$ cat src/rtl/ir_status_rx_pkg.sv
// Shared constants and state types for the obstacle-status UART link.
// Used by both the receiver here and the sensor-board transmitter top.
package ir_link_pkg;

  localparam int DEFAULT_CLK_FREQ = 12000000;
  localparam int DEFAULT_BAUD     = 9600;

  localparam logic [7:0] ASCII_0  = 8'h30;
  localparam logic [7:0] ASCII_1  = 8'h31;
  localparam logic [7:0] ASCII_LF = 8'h0A;
  localparam logic [7:0] ASCII_CR = 8'h0D;

  typedef enum logic [2:0] {
    IDLE,
    START,
    DATA,
    STOP,
    RECOVER
  } byteState_t;

  typedef enum logic {
    WAIT_CHAR,
    WAIT_NL
  } lineState_t;

endpackage

$ cat src/rtl/ir_status_rx_if.sv
// Serial input plus decoded-status outputs of the obstacle-status receiver.
// The receiver is the slave side; the consumer (or a bench) is the master.
interface ir_status_rx_if;

  logic       rx;
  logic [7:0] rx_data;
  logic       rx_valid;
  logic       frame_err;
  logic       line_valid;
  logic       parse_err;
  logic       obstacle;
  logic       status_valid;
  logic       timeout;

  modport slave (
    input  rx,
    output rx_data, rx_valid, frame_err, line_valid, parse_err,
           obstacle, status_valid, timeout
  );

  modport master (
    output rx,
    input  rx_data, rx_valid, frame_err, line_valid, parse_err,
           obstacle, status_valid, timeout
  );

endinterface

$ cat src/rtl/ir_status_rx_uart.sv
// 8N1 byte receiver: 2-FF synchronizer, start-edge detect, mid-bit sampling.
// Emits each good byte with a one-cycle valid pulse, or a framing-error pulse.
module uart_rx_8n1
  import ir_link_pkg::*;
#(
  parameter int CLKS_PER_BIT = DEFAULT_CLK_FREQ / DEFAULT_BAUD
) (
  input  logic       clk,
  input  logic       rst,
  input  logic       rx_i,
  output logic [7:0] rxData_o,
  output logic       rxValid_o,
  output logic       frameErr_o
);

  localparam int TW = $clog2(CLKS_PER_BIT);
  localparam logic [TW-1:0] BIT_LAST  = TW'(CLKS_PER_BIT - 1);
  localparam logic [TW-1:0] HALF_LAST = TW'(CLKS_PER_BIT / 2 - 1);

  logic          rxSync1_q, rxSync2_q, rxPrev_q;
  byteState_t    state_q, state_d;
  logic [TW-1:0] timer_q, timer_d;
  logic [2:0]    bitCnt_q, bitCnt_d;
  logic [7:0]    shift_q, shift_d;
  logic [7:0]    rxData_q, rxData_d;
  logic          rxValid_q, rxValid_d;
  logic          frameErr_q, frameErr_d;
  logic          fallEdge;

  // Synchronizer and edge history reset high so an idle line is not an edge.
  always_ff @(posedge clk) begin
    if (rst) begin
      rxSync1_q  <= 1'b1;
      rxSync2_q  <= 1'b1;
      rxPrev_q   <= 1'b1;
      state_q    <= IDLE;
      timer_q    <= '0;
      bitCnt_q   <= '0;
      shift_q    <= '0;
      rxData_q   <= '0;
      rxValid_q  <= 1'b0;
      frameErr_q <= 1'b0;
    end else begin
      rxSync1_q  <= rx_i;
      rxSync2_q  <= rxSync1_q;
      rxPrev_q   <= rxSync2_q;
      state_q    <= state_d;
      timer_q    <= timer_d;
      bitCnt_q   <= bitCnt_d;
      shift_q    <= shift_d;
      rxData_q   <= rxData_d;
      rxValid_q  <= rxValid_d;
      frameErr_q <= frameErr_d;
    end
  end

  assign fallEdge = rxPrev_q & ~rxSync2_q;

  always_comb begin
    state_d    = state_q;
    timer_d    = timer_q;
    bitCnt_d   = bitCnt_q;
    shift_d    = shift_q;
    rxData_d   = rxData_q;
    rxValid_d  = 1'b0;
    frameErr_d = 1'b0;

    unique case (state_q)
      IDLE: begin
        if (fallEdge) begin
          state_d  = START;
          timer_d  = '0;
          bitCnt_d = '0;
        end
      end
      START: begin
        // A start bit that is high again at mid-bit was only a glitch.
        if (timer_q == HALF_LAST) begin
          timer_d = '0;
          state_d = rxSync2_q ? IDLE : DATA;
        end else begin
          timer_d = timer_q + 1'b1;
        end
      end
      DATA: begin
        if (timer_q == BIT_LAST) begin
          timer_d  = '0;
          shift_d  = {rxSync2_q, shift_q[7:1]};
          bitCnt_d = bitCnt_q + 1'b1;
          if (bitCnt_q == 3'd7) state_d = STOP;
        end else begin
          timer_d = timer_q + 1'b1;
        end
      end
      STOP: begin
        if (timer_q == BIT_LAST) begin
          timer_d = '0;
          if (rxSync2_q) begin
            rxData_d  = shift_q;
            rxValid_d = 1'b1;
            state_d   = IDLE;
          end else begin
            frameErr_d = 1'b1;
            state_d    = RECOVER;
          end
        end else begin
          timer_d = timer_q + 1'b1;
        end
      end
      RECOVER: begin
        if (rxSync2_q) state_d = IDLE;
      end
      default: state_d = IDLE;
    endcase
  end

  assign rxData_o   = rxData_q;
  assign rxValid_o  = rxValid_q;
  assign frameErr_o = frameErr_q;

endmodule

$ cat src/rtl/ir_status_rx.sv
// Obstacle-status receiver: byte receiver plus "0"/"1" + LF line parser.
// Optional staleness timeout is built when IR_STATUS_RX_TIMEOUT_EN is defined.
module ir_status_rx
  import ir_link_pkg::*;
#(
  parameter int CLK_FREQ       = DEFAULT_CLK_FREQ,
  parameter int BAUD           = DEFAULT_BAUD,
  parameter int TIMEOUT_CYCLES = 24000000
) (
  input  logic          clk,
  input  logic          rst,
  ir_status_rx_if.slave bus
);

  localparam int CLKS_PER_BIT = CLK_FREQ / BAUD;

  logic [7:0] rxData;
  logic       rxValid;
  logic       frameErr;

  lineState_t state_q, state_d;
  logic       pending_q, pending_d;
  logic       obstacle_q, obstacle_d;
  logic       statusValid_q, statusValid_d;
  logic       lineValid_q, lineValid_d;
  logic       parseErr_q, parseErr_d;

  uart_rx_8n1 #(
    .CLKS_PER_BIT(CLKS_PER_BIT)
  ) uRx (
    .clk       (clk),
    .rst       (rst),
    .rx_i      (bus.rx),
    .rxData_o  (rxData),
    .rxValid_o (rxValid),
    .frameErr_o(frameErr)
  );

`ifdef IR_STATUS_RX_TIMEOUT_EN
  localparam int TO_W = $clog2(TIMEOUT_CYCLES + 1);
  localparam logic [TO_W-1:0] TO_LIMIT = TO_W'(TIMEOUT_CYCLES);

  logic [TO_W-1:0] toCnt_q, toCnt_d;
  logic            timeout_q, timeout_d;
`endif

  always_ff @(posedge clk) begin
    if (rst) begin
      state_q       <= WAIT_CHAR;
      pending_q     <= 1'b0;
      obstacle_q    <= 1'b0;
      statusValid_q <= 1'b0;
      lineValid_q   <= 1'b0;
      parseErr_q    <= 1'b0;
`ifdef IR_STATUS_RX_TIMEOUT_EN
      toCnt_q       <= '0;
      timeout_q     <= 1'b0;
`endif
    end else begin
      state_q       <= state_d;
      pending_q     <= pending_d;
      obstacle_q    <= obstacle_d;
      statusValid_q <= statusValid_d;
      lineValid_q   <= lineValid_d;
      parseErr_q    <= parseErr_d;
`ifdef IR_STATUS_RX_TIMEOUT_EN
      toCnt_q       <= toCnt_d;
      timeout_q     <= timeout_d;
`endif
    end
  end

  // A framing error drops any half-received line silently.
  always_comb begin
    state_d       = state_q;
    pending_d     = pending_q;
    obstacle_d    = obstacle_q;
    statusValid_d = statusValid_q;
    lineValid_d   = 1'b0;
    parseErr_d    = 1'b0;

    if (frameErr) begin
      state_d   = WAIT_CHAR;
      pending_d = 1'b0;
    end else if (rxValid) begin
      unique case (state_q)
        WAIT_CHAR: begin
          if (rxData == ASCII_0 || rxData == ASCII_1) begin
            pending_d = rxData[0];
            state_d   = WAIT_NL;
          end else if (rxData != ASCII_CR) begin
            parseErr_d = 1'b1;
          end
        end
        WAIT_NL: begin
          if (rxData == ASCII_LF) begin
            obstacle_d    = pending_q;
            statusValid_d = 1'b1;
            lineValid_d   = 1'b1;
            state_d       = WAIT_CHAR;
          end else if (rxData != ASCII_CR) begin
            parseErr_d = 1'b1;
            pending_d  = 1'b0;
            state_d    = WAIT_CHAR;
          end
        end
        default: state_d = WAIT_CHAR;
      endcase
    end

`ifdef IR_STATUS_RX_TIMEOUT_EN
    // A new good line takes priority over an expiry landing on the same cycle.
    timeout_d = !lineValid_d && statusValid_q && (toCnt_q == TO_LIMIT - 1'b1);
    if (timeout_d) statusValid_d = 1'b0;
    if (lineValid_d)             toCnt_d = '0;
    else if (toCnt_q == TO_LIMIT) toCnt_d = toCnt_q;
    else                          toCnt_d = toCnt_q + 1'b1;
`endif
  end

  assign bus.rx_data      = rxData;
  assign bus.rx_valid     = rxValid;
  assign bus.frame_err    = frameErr;
  assign bus.line_valid   = lineValid_q;
  assign bus.parse_err    = parseErr_q;
  assign bus.obstacle     = obstacle_q;
  assign bus.status_valid = statusValid_q;

`ifdef IR_STATUS_RX_TIMEOUT_EN
  assign bus.timeout = timeout_q;
`else
  assign bus.timeout = 1'b0;
`endif

endmodule

$ cat src/flat_wrapper.sv
// flat-port wrapper written by rule: the top's interface ports become plain ports
module ir_status_rx_flat import ir_link_pkg::*;
#(
  parameter int CLK_FREQ       = DEFAULT_CLK_FREQ,
  parameter int BAUD           = DEFAULT_BAUD,
  parameter int TIMEOUT_CYCLES = 24000000
)
  (clk, rst, bus_rx, bus_rx_data, bus_rx_valid, bus_frame_err, bus_line_valid, bus_parse_err, bus_obstacle, bus_status_valid, bus_timeout);
  ir_status_rx_if bus_i ();
  input  logic clk;
  input  logic rst;
  input wire logic [$bits(bus_i.rx)-1:0] bus_rx;
  output wire logic [$bits(bus_i.rx_data)-1:0] bus_rx_data;
  output wire logic [$bits(bus_i.rx_valid)-1:0] bus_rx_valid;
  output wire logic [$bits(bus_i.frame_err)-1:0] bus_frame_err;
  output wire logic [$bits(bus_i.line_valid)-1:0] bus_line_valid;
  output wire logic [$bits(bus_i.parse_err)-1:0] bus_parse_err;
  output wire logic [$bits(bus_i.obstacle)-1:0] bus_obstacle;
  output wire logic [$bits(bus_i.status_valid)-1:0] bus_status_valid;
  output wire logic [$bits(bus_i.timeout)-1:0] bus_timeout;
  assign bus_i.rx = bus_rx;
  assign bus_rx_data = bus_i.rx_data;
  assign bus_rx_valid = bus_i.rx_valid;
  assign bus_frame_err = bus_i.frame_err;
  assign bus_line_valid = bus_i.line_valid;
  assign bus_parse_err = bus_i.parse_err;
  assign bus_obstacle = bus_i.obstacle;
  assign bus_status_valid = bus_i.status_valid;
  assign bus_timeout = bus_i.timeout;
  ir_status_rx #(.CLK_FREQ(CLK_FREQ), .BAUD(BAUD), .TIMEOUT_CYCLES(TIMEOUT_CYCLES)) u_core (.clk(clk), .rst(rst), .bus(bus_i));
endmodule
$ cat config.mk
export PLATFORM = sky130hd
export DESIGN_NAME = ir_status_rx_flat
export DESIGN_NICKNAME = d
export VERILOG_FILES = /design/src/rtl/ir_status_rx_pkg.sv /design/src/rtl/ir_status_rx_if.sv /design/src/rtl/ir_status_rx_uart.sv /design/src/rtl/ir_status_rx.sv /design/src/flat_wrapper.sv
export SDC_FILE = /design/constraint.sdc
export NUM_CORES = 1
export LEC_CHECK = 0
export CORE_AREA = 8 8 90 100
export DETAILED_ROUTE_END_ITERATION = 16
export DIE_AREA = 0 0 98 108
export GPL_TIMING_DRIVEN = 0
export HOLD_SLACK_MARGIN = 0.08
export PLACE_DENSITY = 0.42
export SKIP_CTS_REPAIR_TIMING = 1
export SLEW_MARGIN = 20
export SYNTH_ARGS = -nofsm -noshare
export SYNTH_HDL_FRONTEND = slang
export SYNTH_HIERARCHICAL = 1
export SYNTH_SLANG_ARGS = --single-unit
$ cat constraint.sdc
create_clock -name clk -period 2.05 [get_ports clk]
set_clock_uncertainty 0.05 [all_clocks]
set_input_delay 0.41 -clock clk [delete_from_list [all_inputs] [get_ports clk]]
set_output_delay 0.41 -clock clk [all_outputs]
set_load 0.005 [all_outputs]
# After elaboration in Yosys (flattened, before gate mapping)
# Index checks and enable logic that the tools add are counted.
[totals]
reg_bits = 44
inputBits = 3
output_inout_bits = 15
[op_classes]
add_sub_neg = 2
eq_ne = 20
n_mux = 31
bitwise = 7
n_reduce_logical = 16
[op_table]
columns = ["op", "n"]
rows = [
  ["$mux W11", 3],
  ["$pmux W11 S3", 1],
  ["$mux W3", 9],
  ["$eq A8 B6 Y1 const B", 2],
  ["$ne A2 B2 Y1 const B", 8],
  ["$pmux W3 S5", 1],
  ["$mux W1", 12],
  ["$add A11 B1 Y11 const B", 1],
  ["$eq A11 B10 Y1 const B", 1],
  ["$eq A11 B11 Y1 const B", 1],
  ["$eq A8 B4 Y1 const B", 1],
  ["$ne A8 B4 Y1 const B", 1],
  ["$reduce_and A4 Y1", 2],
  ["$eq A3 B2 Y1 const B", 2],
  ["$eq A3 B3 Y1 const B", 2],
  ["$not A1 Y1", 6],
  ["$pmux W1 S2", 3],
  ["$pmux W3 S2", 1],
  ["$reduce_and A3 Y1", 2],
  ["$reduce_and A6 Y1", 1],
  ["$reduce_or A3 Y1", 2],
  ["$reduce_and A2 Y1", 2],
  ["$reduce_or A2 Y1", 2],
  ["$reduce_or A4 Y1", 1],
  ["9 further kinds", 9],
]

# Longest topological paths before layout
[logic_depth]
ltp_word = 4
ltp_mapped = 8

# Hierarchy
# Netlist, hierarchy kept.
[modules_own_cells]
columns = ["mod", "instances", "cells_per_inst", "area_per_inst_um2"]
rows = [
  ["uart_rx_8n1", 1, 181, 1697.9],
  ["ir_status_rx", 1, 38, 344.1],
]

# Worst setup path before layout
# No wires, ideal clock.
[synth_timing]
path_type = "register to register"
from = "register u_core.uRx.timer_q[0]"
to = "register u_core.uRx.shift_q[7]"
setup_time_ns = 0.128
arrival_time_ns = 1.534
required_ns = 1.872
path_slack_ns = 0.339
stages_incl_launch_ff = 8
n_path_buf = 1
period_less_slack_ns = 1.711
cell_sequence = "dfxtp_1 > ha_1 > and2_1 > nand4b_4 > nor3_1 > buf_4 > mux2i_1 > nor2_1"
[synth_via]
elab_chain_cells = 2
[synth_rtl]
columns = ["item", "line_no", "text"]
rows = [
  ["from (decl)", "ir_status_rx_uart.sv:22", "logic [TW-1:0] timer_q, timer_d;"],
  ["from (signal assigned)", "ir_status_rx_uart.sv:48", "timer_q <= timer_d;"],
  ["$eq A11 B11 Y1", "ir_status_rx_uart.sv:86", "if (timer_q == BIT_LAST) begin"],
  ["$reduce_and A2 Y1 (no line)", "-", ""],
  ["to (signal assigned)", "ir_status_rx_uart.sv:50", "shift_q <= shift_d;"],
  ["to (decl)", "ir_status_rx_uart.sv:24", "logic [7:0] shift_q, shift_d;"],
]
# No other way between the ends.
# A chain may end at the register's enable or synchronous reset.

# Worst setup path in the final report
[layout_timing]
from = "register u_core.uRx.state_q[1]"
to = "register u_core.uRx.state_q[2]"
[layout_via]
elab_chain_cells = 3
[layout_rtl]
columns = ["item", "line_no", "text"]
rows = [
  ["from (decl)", "ir_status_rx_uart.sv:21", "byteState_t state_q, state_d;"],
  ["from (signal assigned)", "ir_status_rx_uart.sv:47", "state_q <= state_d;"],
  ["$eq A3 B2 Y1, or another cell as far along", "ir_status_rx_uart.sv:68", "unique case (state_q)"],
  ["$ne A2 B2 Y1 (no line)", "-", ""],
  ["$reduce_and A6 Y1 (no line)", "-", ""],
]
# Several ways; a longest one is shown, not always the timed one.

==> results.yml <==
die:
  dieHeight_um: 108
  core_area_sq_mm: 0.00731
  die-area_sq_mm: 0.0106
  num_rows: 33
  start_util_pct: 27.9
  design.portCount: 18
  die_width_um: 98
global_routing:
  groute.usage.overall_pct: 8.81
  grt_overflow: 0
  grt_pass1_vias: 1538
  grt_pass1_wl_um: 7600
  grt_max_degree: 13
  antenna_found_initial: 0
place:
  place_congestion: 0.736
  hpwl_um: 3240
  port_buffers: 16
pwr:
  p_per_area_mw_per_mm2: 617
  p_total_mw: 1.51
  peakVddDrop_mv: 0.205
  power_leakage_nw: 0.867
route:
  wl_met3_um: 142
  first_pass_iters: 4
  vias: 1594
  postRouteAntennaNets: 0
  vias_per_cell: 4.83
  drc: 0
  wire_per_inst_um: 13.3
  wl_met1_um: 2230
  top_layer: "met4"
  met2RoutedLength_um: 1960
  wl_um: 4390
  drtIter0Drc: 63
min_path:
  whs_path_depth: 1
  worstHoldPathType: "reg -> reg"
finish:
  drive_above_1_share_pct: 12.8
  fin_nets: 251
  syn_to_final_growth_pct: 19.7
  fin_util_pct: 33.4
  antenna_cells_inserted: 0
  nFillCells: 754
cts:
  path_clk_slew_ns: 0.08
  htree_levels: 2
  root_buffer: "clkbuf_8"
  clock_sinks: 44
  cts_tree: "built"
  worstSkewPairLatency_ns: 0.29
  cts_made_buffers: 5
  cts.path.max_buffers: 2
timing:
  relSlewSlack_pct: 64.1
  worst_slew_pin_slew_ns: 0.537
  fin_crit_ns: 1.92
  hold_violations: 0
  max_freq_mhz: 520
  fin_crit_sh_pct: 93.8
  rsz0062_at_grt: "no"
  drv_slew: 0
  report.final.setup_viol: 0
yosys:
  synth_flop_cell: "dfxtp_1"
  synth-seq-cells: 44
  async_flop_share_pct: 0
  ys_seq_area_share_pct: 43.1
  ys_types: 49
  syn_inst: 219
  netlist_area_sq_mm: 0.00204
  yosys_warnings: 6
  synth_edf_count: 0
  syn_nets: 227
  synth.avg_cell_area_sq_um: 9.32
worst_setup_path:
  criticalPathCategory: "reg -> reg"
  crit_arrival_ns: 2.06
  r2r_setup_slack_ns: 0.13
  critPathLaunchType: "flop"
  endpoint_kind: "flop"
  ff2ff_path_depth: 6
  worstPathRequired_ns: 2.19
  critPathMaxFanout: 10
flow_run:
  maxCapViolations: 0
outcome:
  status: "complete, no violations"
## logic make-up (layout without fill, tap and decap cells)
group	Yosys count	count (layout)	synth area share [%]
and+or+nand+nor	97	97	27.0
DFF	44	44	43.1
buffers and inverters	13	37	3.12
xor gates and xnor gates	2	2	0.858
muxes	19	19	9.37
adders and majority gates	5	5	3.06
other	1	1	0.184
AOI/OAI and AO/OA	38	38	13.3
## critical path, stage by stage (launching register included)
cell      delay (ns)
dfxtp_1         0.31
clkbuf_1        0.21
nor4bb_1        0.32
a22o_1          0.25
nand2_1         0.09
a21oi_1         0.23
mux2_2          0.36
## metal layers
| layer | track usage (%) | up-vias |
|---|---|---|
| met5 | 0 | - |
| met4 | 3.68 | 0 |
| met3 | 2.70 | 5 |
| met2 | 14.1 | 18 |
| met1 | 10.8 | 751 |
| li1 | - | 820 |
## registers in the layout, indices dropped and copies added (netlist names), 3 cells and up
register             count
u_core/uRx/rxData_o      8
u_core/uRx/timer_q      11
u_core/uRx/bitCnt_q      3
u_core/uRx/state_q       3
u_core/uRx/shift_q       8
## metrics by stage
stage	setup WS, ns	setup TNS [ns]	hold slack [ns]	std cells	cell area (sq um)
after detailed placement	-0.478	-4.21	0.351	322	2310
final	0.126	0	0.373	330	2440
after global placement	-0.488	-4.21	0.347	322	2310
after CTS	-0.162	-0.856	0.380	329	2410
after floorplan	0.339	0	0.339	219	2040
after global routing	0.00383	0	0.398	330	2440
## layout by cell type, fill, tap and decap left out, types with 2 or more instances in the layout
| cell | n |
|---|---|
| nand3_1 | 6 |
| nor2b_1 | 5 |
| a22oi_1 | 3 |
| dfxtp_1 | 44 |
| a21oi_1 | 6 |
| nor2_1 | 32 |
| and3_1 | 3 |
| and4bb_2 | 2 |
| inv_1 | 4 |
| nand2_1 | 16 |
| clkdlybuf4s50_1 | 16 |
| a22o_1 | 3 |
| ha_1 | 5 |
| nor3_1 | 4 |
| clkbuf_8 | 7 |
| or3_1 | 2 |
| buf_4 | 2 |
| o311ai_2 | 2 |
| nand4_1 | 3 |
| nand2b_1 | 6 |
| and2_1 | 2 |
| o21ai_0 | 11 |
| mux2i_1 | 18 |
| clkbuf_1 | 5 |
| or2_2 | 4 |
## power by group
part           switching, mW  internal [mW]
clock network          0.284          0.300
registers            0.00413          0.859
logic                 0.0382         0.0226
total                  0.326           1.18
## path summary, 6_finish.rpt
kind	endpoint	from
max	u_core/uRx/state_q[2]	u_core/uRx/state_q[1]
min	u_core/uRx/rxSync2_q	u_core/uRx/rxSync1_q
max reg2reg	u_core/uRx/state_q[2]	u_core/uRx/state_q[1]
min reg2reg	u_core/uRx/rxSync2_q	u_core/uRx/rxSync1_q
## area by class of cell
cell class	instances	area, sq um	share of cell area, %
repair buffers	17	180	7.37
plain buffers	9	50.0	2.05
flip-flops and latches	44	881	36.0
clock buffers	7	96.3	3.94
well taps	87	109	4.45
inverters	4	15.0	0.614
multi-input cells	162	1110	45.5
## Yosys cell counts (2+ instances only)
library cell	n	area, sq um
and4bb_2	2	25.0
buf_4	2	15.0
o311ai_2	2	32.5
nand4_1	3	18.8
and2_1	2	12.5
clkbuf_1	6	22.5
a22o_1	3	26.3
nor3_1	5	25.0
ha_1	5	62.6
o21ai_0	12	60.1
nand2_1	16	60.1
nor2_1	33	124
or2_2	4	25.0
and3_1	3	18.8
inv_1	4	15.0
nor2b_1	5	31.3
nand3_1	6	30.0
dfxtp_1	44	881
mux2i_1	18	180
a22oi_1	3	22.5
a21oi_1	7	35.0
or3_1	2	12.5
nand2b_1	6	37.5
No activity file was read; power rests on OpenSTA's default activity.
